--- src/rtl/synth_sysex_pkg.sv ---
// Shared SysEx framing constants, dump FSM state encoding and checksum helper.
package synth_sysex_pkg;

  localparam logic [7:0] SX_SOX = 8'hF0;
  localparam logic [7:0] SX_EOX = 8'hF7;

  typedef enum logic [3:0] {
    IDLE,
    HDR,
    SETUP,
    RD,
    SEND_HI,
    SEND_LO,
    NEXT,
    CKSUM,
    EOX,
    DONE
  } sx_state_t;

  // Two's complement of the 7-bit running sum, so that sum + ck wraps to zero.
  function automatic logic [7:0] sx_cksum7(input logic [6:0] sum);
    logic [6:0] neg;
    neg = 7'd0 - sum;
    return {1'b0, neg};
  endfunction

endpackage

--- src/rtl/patch_bus_reader.sv ---
// Single-register read cycle on the patch-parameter bus: latch bank/adr on go,
// hold them SETUP_CYC clocks, pulse read for READ_CYC clocks, capture data_in.
module patch_bus_reader
  import synth_sysex_pkg::*;
#(
  parameter int BANKS     = 4,
  parameter int SETUP_CYC = 2,
  parameter int READ_CYC  = 2,
  parameter int BW        = (BANKS > 1) ? $clog2(BANKS) : 1
) (
  input  logic             OSC_CLK,
  input  logic             iRST,
  input  logic             go,
  input  logic             clr,
  input  logic [BW-1:0]    bank,
  input  logic [6:0]       adr,
  input  logic [7:0]       data_in,
  output logic             rdy,
  output logic             read,
  output logic [BANKS-1:0] bank_sel,
  output logic [6:0]       bus_adr,
  output logic [7:0]       d
);

  typedef enum logic [1:0] {P_IDLE, P_SETUP, P_READ} phase_t;

  phase_t     ph;
  logic [7:0] cnt;
  logic       setup_last;

  assign setup_last = (cnt + 8'd1) == 8'(SETUP_CYC);
  // rdy marks the last read-high clock; data is captured on the edge that ends it.
  assign rdy        = (ph == P_READ) && ((cnt + 8'd1) == 8'(READ_CYC));

  always_ff @(posedge OSC_CLK) begin
    if (iRST) begin
      ph       <= P_IDLE;
      cnt      <= '0;
      read     <= 1'b0;
      bank_sel <= '0;
      bus_adr  <= '0;
      d        <= '0;
    end else begin
      if (clr) begin
        bank_sel <= '0;
        bus_adr  <= '0;
      end else if (go) begin
        bank_sel <= BANKS'(1) << bank;
        bus_adr  <= adr;
      end

      case (ph)
        P_IDLE: begin
          if (go) begin
            ph  <= P_SETUP;
            cnt <= '0;
          end
        end
        P_SETUP: begin
          if (setup_last) begin
            ph   <= P_READ;
            read <= 1'b1;
            cnt  <= '0;
          end else begin
            cnt <= cnt + 8'd1;
          end
        end
        P_READ: begin
          if (rdy) begin
            ph   <= P_IDLE;
            read <= 1'b0;
            d    <= data_in;
          end else begin
            cnt <= cnt + 8'd1;
          end
        end
        default: ph <= P_IDLE;
      endcase
    end
  end

endmodule

--- src/rtl/patch_dump_tx.sv ---
// Walks every bank/address of the patch bus and streams one SysEx frame per bank
// to the UART over valid/ready, at most one byte per two clocks.
module patch_dump_tx
  import synth_sysex_pkg::*;
#(
  parameter int         BANKS     = 4,
  parameter int         NUM_ADR   = 128,
  parameter logic [7:0] MANUF_ID  = 8'h7D,
  parameter logic [7:0] DEV_ID    = 8'h00,
  parameter int         SETUP_CYC = 2,
  parameter int         READ_CYC  = 2
) (
  input  logic             OSC_CLK,
  input  logic             iRST,
  input  logic             start,
  output logic             busy,
  output logic             done,
  output logic [BANKS-1:0] bank_sel,
  output logic [6:0]       adr,
  output logic             read,
  output logic             sysex_data_patch_send,
  input  logic [7:0]       data_in,
  output logic [7:0]       tx_byte,
  output logic             tx_valid,
  input  logic             tx_ready
);

  localparam int            BW        = (BANKS > 1) ? $clog2(BANKS) : 1;
  localparam logic [7:0]    ADR_LAST  = 8'(NUM_ADR - 1);
  localparam logic [BW-1:0] BANK_LAST = BW'(BANKS - 1);

  sx_state_t     state;
  logic [BW-1:0] bank;
  logic [7:0]    adr_q;
  logic [1:0]    hcnt;
  logic [6:0]    sum;
  logic [7:0]    d;
  logic [7:0]    cur_byte;
  logic [7:0]    rd_adr;
  logic          in_send, xfer, last_adr, go, clr, rdy;

  always_comb begin
    cur_byte = 8'h00;
    in_send  = 1'b1;
    case (state)
      HDR: begin
        case (hcnt)
          2'd0:    cur_byte = SX_SOX;
          2'd1:    cur_byte = MANUF_ID;
          2'd2:    cur_byte = DEV_ID;
          default: cur_byte = {1'b0, 7'(bank)};
        endcase
      end
      SEND_HI: cur_byte = {7'b0, d[7]};
      SEND_LO: cur_byte = {1'b0, d[6:0]};
      CKSUM:   cur_byte = sx_cksum7(sum);
      EOX:     cur_byte = SX_EOX;
      default: in_send  = 1'b0;
    endcase
  end

  assign xfer     = tx_valid && tx_ready;
  assign last_adr = (adr_q == ADR_LAST);
  // go/clr are combinational so the reader's bus registers move on the same
  // edge the FSM enters SETUP or leaves the bank.
  assign go       = ((state == HDR) && xfer && (hcnt == 2'd3)) || ((state == NEXT) && !last_adr);
  assign clr      = (state == EOX) && xfer;
  assign rd_adr   = (state == NEXT) ? adr_q + 8'd1 : adr_q;

  patch_bus_reader #(
    .BANKS     (BANKS),
    .SETUP_CYC (SETUP_CYC),
    .READ_CYC  (READ_CYC),
    .BW        (BW)
  ) u_reader (
    .OSC_CLK  (OSC_CLK),
    .iRST     (iRST),
    .go       (go),
    .clr      (clr),
    .bank     (bank),
    .adr      (rd_adr[6:0]),
    .data_in  (data_in),
    .rdy      (rdy),
    .read     (read),
    .bank_sel (bank_sel),
    .bus_adr  (adr),
    .d        (d)
  );

  always_ff @(posedge OSC_CLK) begin
    if (iRST) begin
      state                 <= IDLE;
      bank                  <= '0;
      adr_q                 <= '0;
      hcnt                  <= '0;
      sum                   <= '0;
      busy                  <= 1'b0;
      done                  <= 1'b0;
      sysex_data_patch_send <= 1'b0;
      tx_byte               <= '0;
      tx_valid              <= 1'b0;
    end else begin
      done <= 1'b0;

      // Valid drops after every transfer, forcing an idle clock between bytes.
      if (in_send) begin
        if (!tx_valid) begin
          tx_valid <= 1'b1;
          tx_byte  <= cur_byte;
        end else if (tx_ready) begin
          tx_valid <= 1'b0;
        end
      end

      case (state)
        IDLE: begin
          if (start) begin
            state                 <= HDR;
            busy                  <= 1'b1;
            sysex_data_patch_send <= 1'b1;
            bank                  <= '0;
            adr_q                 <= '0;
            hcnt                  <= '0;
          end
        end
        HDR: begin
          if (xfer) begin
            if (hcnt == 2'd0) sum <= '0;
            if (hcnt == 2'd3) begin
              sum   <= sum + tx_byte[6:0];
              state <= SETUP;
            end else begin
              hcnt <= hcnt + 2'd1;
            end
          end
        end
        SETUP:   if (read) state <= RD;
        RD:      if (rdy) state <= SEND_HI;
        SEND_HI: begin
          if (xfer) begin
            sum   <= sum + tx_byte[6:0];
            state <= SEND_LO;
          end
        end
        SEND_LO: begin
          if (xfer) begin
            sum   <= sum + tx_byte[6:0];
            state <= NEXT;
          end
        end
        NEXT: begin
          if (last_adr) begin
            state <= CKSUM;
          end else begin
            adr_q <= rd_adr;
            state <= SETUP;
          end
        end
        CKSUM: if (xfer) state <= EOX;
        EOX: begin
          if (xfer) begin
            adr_q <= '0;
            hcnt  <= '0;
            if (bank == BANK_LAST) begin
              state                 <= DONE;
              done                  <= 1'b1;
              busy                  <= 1'b0;
              sysex_data_patch_send <= 1'b0;
            end else begin
              bank  <= bank + BW'(1);
              state <= HDR;
            end
          end
        end
        DONE:    state <= IDLE;
        default: state <= IDLE;
      endcase
    end
  end

endmodule

--- config.mk ---
export PLATFORM = sky130hd
export DESIGN_NAME = patch_dump_tx
export DESIGN_NICKNAME = d
export VERILOG_FILES = /design/src/rtl/synth_sysex_pkg.sv /design/src/rtl/patch_bus_reader.sv /design/src/rtl/patch_dump_tx.sv
export SDC_FILE = /design/constraint.sdc
export NUM_CORES = 1
export LEC_CHECK = 0
export ABC_AREA = 1
export BUFFER_PORTS_ARGS = -buffer_cell sky130_fd_sc_hd__buf_2
export CAP_MARGIN = 20
export CORE_ASPECT_RATIO = 1.25
export CORE_UTILIZATION = 35
export DETAILED_ROUTE_END_ITERATION = 7
export PLACE_DENSITY = 0.53
export RECOVER_POWER = 50
export SLEW_MARGIN = 10
export SYNTH_ARGS = -nofsm -noshare
export SYNTH_HDL_FRONTEND = slang
export SYNTH_SLANG_ARGS = --single-unit
export TNS_END_PERCENT = 10
--- constraint.sdc ---
create_clock -name OSC_CLK -period 1.9 [get_ports OSC_CLK]
set_clock_uncertainty 0.15 [all_clocks]
set_input_delay 0.285 -clock OSC_CLK [delete_from_list [all_inputs] [get_ports OSC_CLK]]
set_output_delay 0.285 -clock OSC_CLK [all_outputs]
set_load 0.01 [all_outputs]
==> results_dict.tcl, run 1 <==
set metrics [dict create \
    synthCells 508 \
    viasPerCell 4.93 \
    async_flop_share_pct 0 \
    leakagePower_nw 1.97 \
    gp_congestion 0.807 \
    critPathMaxFanout 7 \
    diodes 0 \
    final_common_cell "nand2_1" \
    yosysUniqueCellTypes 47 \
    finalSetupViolCount 0 \
    grt_pass1_vias 3302 \
    grt_pass1_wl_mm 15.4 \
    period_share_pct 99.1 \
    cts_sinks 64 \
    holdBufCountCts 0 \
    floorplan.initialDensity_pct 36.5 \
    regArea_um2 1300 \
    grt.total_usage_pct 18.1 \
    ioPinCount 36 \
    ant_nets 0 \
    fin_tns_setup_ps 0 \
    grt_overflow 0 \
    wire_per_inst_um 13.4 \
    crit_top_cell "nand2_2" \
    timing_hold_violations_final 0 \
    crit_buf_inv 2 \
    drive_gt1_share_pct 24.7 \
    place_area_um2 4220 \
    rsz0062_at_grt "yes" \
    fmax_mhz 531 \
    critical-path-max-stage-delay_ps 370 \
    worst_ep_arrival_time_ps 1950 \
    synth_nets 542 \
    nets 607 \
    cp-start-kind "flop" \
    syn_area_um2 3720 \
    yosysSeqAreaShare_pct 34.4 \
    dp_hpwl_mm 6.97 \
    avgSynthCellArea_um2 7.32 \
    die_h_um 117 \
    synthFlopType "dfxtp_1" \
    clk_path_buf_depth 2 \
    grt_max_degree 33 \
    setup_slack_ps 16.4 \
    slew_viol_final 0 \
    final_cell_area_um2 4760 \
    fin_crit_ps 1880 \
    htree_levels 3 \
    power_density_nw_per_um2 1210 \
    end_kind "flop" \
    slowest_stage "dfxtp_4" \
    nFillCells 1035 \
    antenna_found_initial 0 \
    drc_errors 0 \
    slew_headroom_pct 72.5 \
    die_area_um2 11100 \
    status "finished clean" \
    worst_pin_slew_ps 413 \
    synth-seq-cells 64 \
    wl_mm 9.45 \
    cts_root_buf "clkbuf_16" \
    maxCapViolCount 0 \
    clk_latency_ps 330 \
    final_cell_mix "nand2_1 (86), inv_1 (62), nor2_1 (54)" \
    num_vias 3488 \
    drtPass1Iterations 4 \
    multi_input_area_um2 2240 \
    cts_tree "built" \
    synthToLayoutAreaGrowth_pct 27.9 \
    cpLargestDelayFamily "simple AND/OR/NAND/NOR gates" \
    required_ps 1970 \
    hold-worst-slack_ps 80.8 \
    hold_class "input pin to flop" \
    yosysWarnings 0 \
    worstPathCellList "buf_6 > nand2_4 > nor2_4 > nand2_2 > nand2_2 > nand2_2 > nor2_4 > nand4_4 > buf_6 > nand2_8 > nand3_4 > nand2_2 > nor2_1" \
    synth_edf_count 0 \
    core_area_um2 10200 \
    cts_made_buffers 9 \
    std_cell_rows 41 \
    portBuffers 35 \
    drt_iter0_markers 90 \
    ir_drop_mv 0.663 \
    post-place-ws_ps -92.3 \
    die_width_um 94.2 \
    path_clk_slew_ps 60 \
    critPathKind "flop to flop" \
]
## logic make-up (layout without fill, tap and decap cells)
kind of cell	count (synthesis)	count (layout)	share of synthesized area (%)
XOR/XNOR	11	11	2.59
AO/OA/AOI/OAI	106	106	17.4
adder cells (fa/ha/maj)	22	22	7.60
flip-flops	64	64	34.4
buffers and inverters	83	152	9.45
multiplexers	1	1	0.269
AND/OR/NAND/NOR	221	222	28.3
## layer usage
layer / vias to the layer above / share of wire (%) / track usage (%) / wire [um]
li1: 1801 / - / - / -
met1: 1645 / 44 / 21.5 / 4200
met2: 32 / 52 / 31.5 / 4880
met3: 10 / 2.5 / 3.68 / 239
met4: 0 / 1.5 / 7.90 / 142
met5: - / 0 / 0 / 0
## worst reg2reg max path: stages (launching register included)
cell and delay [ps]:
dfxtp_4 370, buf_6 120, nand2_4 50, nor2_4 120
nand2_2 50, nand2_2 70, nand2_2 60, nor2_4 150
nand4_4 180, buf_6 200, nand2_8 90, nand3_4 60
nand2_2 60, nor2_1 40
## per-stage QoR
| step | instances | power (mW) | util (%) |
|---|---|---|---|
| finish | 707 | 5.77 | 46.6 |
| floorplan | 508 | 3.08 | - |
| detailed placement | 689 | 3.59 | 41.3 |
| global placement | 689 | 3.57 | 41.3 |
| CTS | 705 | 5.69 | 45.3 |
| global route | 707 | 6.15 | 46.6 |
## power by group
| group | internal (mW) | total (mW) | leakage [nW] | switching [mW] |
|---|---|---|---|---|
| combinational | 0.731 | 1.94 | 1.27 | 1.21 |
| clock | 1.42 | 2.05 | 0.172 | 0.638 |
| sequential | 1.57 | 1.78 | 0.526 | 0.205 |
| total | 3.72 | 5.77 | 1.97 | 2.05 |
## final timing paths
| path | startpoint | to | slack, ps | cells past startpoint |
|---|---|---|---|---|
| worst max-delay path | u_reader.cnt[1] | state[1] | 20 | 13 |
| worst max register to register | u_reader.cnt[1] | state[1] | 20 | 13 |
| worst min register to register | u_reader.bank_sel[2] | u_reader.bank_sel[2] | 310 | 2 |
| worst min-delay path | data_in[5] | u_reader.d[5] | 80 | 3 |
## registers in the layout, summed over array words and instances (netlist names)
register,cells
adr_q,8
bank,2
done,1
hcnt,2
state,4
sum,7
sysex_data_patch_send,1
tx_byte,8
tx_valid,1
u_reader.bank_sel,4
u_reader.bus_adr,7
u_reader.cnt,8
u_reader.d,8
u_reader.ph,2
u_reader.read,1
## what timing repair did
item                                   in CTS  in global routing
endpoints found under the hold margin       0                  0
setup endpoints to repair                  21                 51
pin swaps                                   3                  9
resized for setup                          12                 44
buffers inserted                            0                  1
cloned                                      0                  1
## cells in the mapped netlist (2+ instances only)
library cell  number  share of area [%]
a211oi_1          15                3.0
a21oi_1           39                5.2
a21oi_2            3               0.71
a221oi_1           2               0.47
a31oi_1            6                1.0
a41oi_1            2               0.47
buf_4              2               0.40
buf_6              4                1.2
clkbuf_1           6               0.61
dfxtp_1           64                 34
ha_1              21                7.1
inv_1             63                6.4
inv_2              6               0.61
nand2_1           94                9.5
nand2_2            8                1.3
nand2_4            2               0.61
nand3_1           25                3.4
nand3_2            3               0.81
nand4_1            5               0.84
nor2_1            58                5.9
nor2_2             9                1.5
nor3_1             3               0.40
nor3_2             2               0.54
nor3b_1            3               0.61
nor4_1             2               0.34
o21ai_0           27                3.6
o21ai_1            5               0.67
xnor2_1            4               0.94
xor2_1             7                1.6
## final cells by class
type	instances	share of cell area, %
Multi-Input combinational cell	362	47.0
Clock inverter	7	3.02
Sequential cell	64	27.4
Inverter	70	5.68
Clock buffer	9	4.73
Timing Repair Buffer	66	8.78
Tap cell	129	3.39
No activity file was read; power rests on OpenSTA's default activity.
==> run 2, diff against run 1 <==
--- a/config.mk
+++ b/config.mk
@@ -9,9 +9,10 @@
 export BUFFER_PORTS_ARGS = -buffer_cell sky130_fd_sc_hd__buf_2
 export CAP_MARGIN = 20
 export CORE_ASPECT_RATIO = 1.25
-export CORE_UTILIZATION = 35
+export CORE_UTILIZATION = 50
 export DETAILED_ROUTE_END_ITERATION = 7
-export PLACE_DENSITY = 0.53
+export HOLD_SLACK_MARGIN = 0.05
+export PLACE_DENSITY = 0.71
 export RECOVER_POWER = 50
 export SLEW_MARGIN = 10
 export SYNTH_ARGS = -nofsm -noshare
==> run 2 against run 1 <==
- core utilization is 18 points higher
- register-to-register slack better by 40 ps
- critical path depth is the same
- fmax grew 2.4%
- combinational power down 3%
- largest cell class unchanged
==> results_dict.tcl, run 2 (same netlist as run 1, synthesis figures left out) <==
set metrics [dict create \
    grt.total_usage_pct 23.5 \
    final_cell_mix "nand2_1 (88), inv_1 (61), nor2_1 (52)" \
    antenna_found_initial 0 \
    final_common_cell "nand2_1" \
    rsz0062_at_grt "yes" \
    slew_headroom_pct 73.7 \
    final_cells 672 \
    drc_errors 0 \
    portBuffers 35 \
    drive_gt1_share_pct 25.9 \
    viasPerCell 5.25 \
    nFillCells 645 \
    power_density_nw_per_um2 1100 \
    hold_class "input pin to flop" \
    cts_root_buf "clkbuf_8" \
    htree_levels 3 \
    grt_pass1_wl_mm 14.5 \
    clk_path_buf_depth 2 \
    place_area_um2 4130 \
    die_width_um 79.2 \
    nets 611 \
    status "finished clean" \
    std_cell_rows 34 \
    wl_mm 8.98 \
    core_area_um2 7060 \
    total_power_mw 5.05 \
    worst_ep_arrival_time_ps 1940 \
    cts_made_buffers 9 \
    cts_sinks 64 \
    grt_pass1_vias 3377 \
    timing_hold_violations_final 0 \
    cts_tree "built" \
    maxCapViolCount 0 \
    end_kind "flop" \
    required_ps 2000 \
    worst_pin_slew_ps 394 \
    dp_hpwl_mm 6.33 \
    hold_path_depth 3 \
    drtPass1Iterations 6 \
    grt_overflow 0 \
    slew_viol_final 0 \
    fin_crit_ps 1840 \
    period_share_pct 96.8 \
    floorplan.initialDensity_pct 52.7 \
    path_clk_slew_ps 80 \
    critPathKind "flop to flop" \
    final_cell_area_um2 4600 \
    ir_drop_mv 0.758 \
    die_area_um2 7790 \
    placedCellCount 648 \
    finalSetupViolCount 0 \
    r2r_cells 13 \
    num_vias 3527 \
    ant_nets 0 \
    die_h_um 98.5 \
    leakagePower_nw 1.92 \
    critPathMaxFanout 7 \
    grt_max_degree 33 \
    fmax_mhz 544 \
    ioPinCount 36 \
    gp_congestion 0.882 \
    synthToLayoutAreaGrowth_pct 23.5 \
    diodes 0 \
    drt_iter0_markers 104 \
    clk_latency_ps 360 \
    cp-start-kind "flop" \
    wire_per_inst_um 13.4 \
]
==> run 2: per-layer routing <==
layer	global-route usage [%]	wire (um)
met5	0	0
met4	12.3	225
met3	3.33	205
met2	40.3	4560
met1	28.0	3990
==> run 2: final timing paths <==
kind	from	slack (ps)	to
worst min-delay path	data_in[4]	60	u_reader.d[4]
worst max-delay path	u_reader.cnt[1]	60	state[0]
worst max register to register	u_reader.cnt[1]	60	state[0]
worst min register to register	u_reader.d[4]	310	u_reader.d[4]
==> run 2: layout make-up <==
| type | instances | area [um^2] | share of cell area [%] |
|---|---|---|---|
| multi-input cells | 361 | 2240 | 48.6 |
| flip-flops and latches | 64 | 1310 | 28.4 |
| repair buffers | 71 | 448 | 9.74 |
| inverters | 70 | 264 | 5.74 |
| clock buffers | 10 | 138 | 2.99 |
| well taps | 90 | 113 | 2.45 |
| clock inverters | 6 | 92.6 | 2.01 |
==> run 2: power breakdown <==
group | switching [mW] | internal [mW]
Clock | 0.585 | 0.778
Sequential | 0.226 | 1.57
Combinational | 1.16 | 0.726
==> run 2: worst max-delay path, cell delays in order (launching register included) <==
cell and delay (ps):
dfxtp_4 370, buf_6 120, nand2_4 50, nor2_4 110, nand2_1 60, nand2_2 70, nand2_2 60, nor2_4 140
nand4_4 170, buf_6 170, nand2_8 70, nand3_1 70, nand2_1 70, nor2_1 40
==> run 2: stage by stage <==
stage	TNS, ps	utilization (%)	setup slack, ps	hold WS [ps]
floorplan	0	-	41.4	284
global placement	-76.3	58.5	-25.2	296
detailed placement	-547	58.5	-61.0	297
CTS	0	62.5	8.87	53.3
global route	-357	65.1	-47.6	55.1
finish	0	65.1	60.9	58.1
==> run 2: what timing repair did <==
item                                    in CTS  in global routing
buffers inserted                             0                  6
endpoints found under the hold margin        2                  0
hold buffers                                 2                  0
endpoints found under the setup margin      21                 36
gates resized for setup                     11                 52
pin swaps                                    3                 10
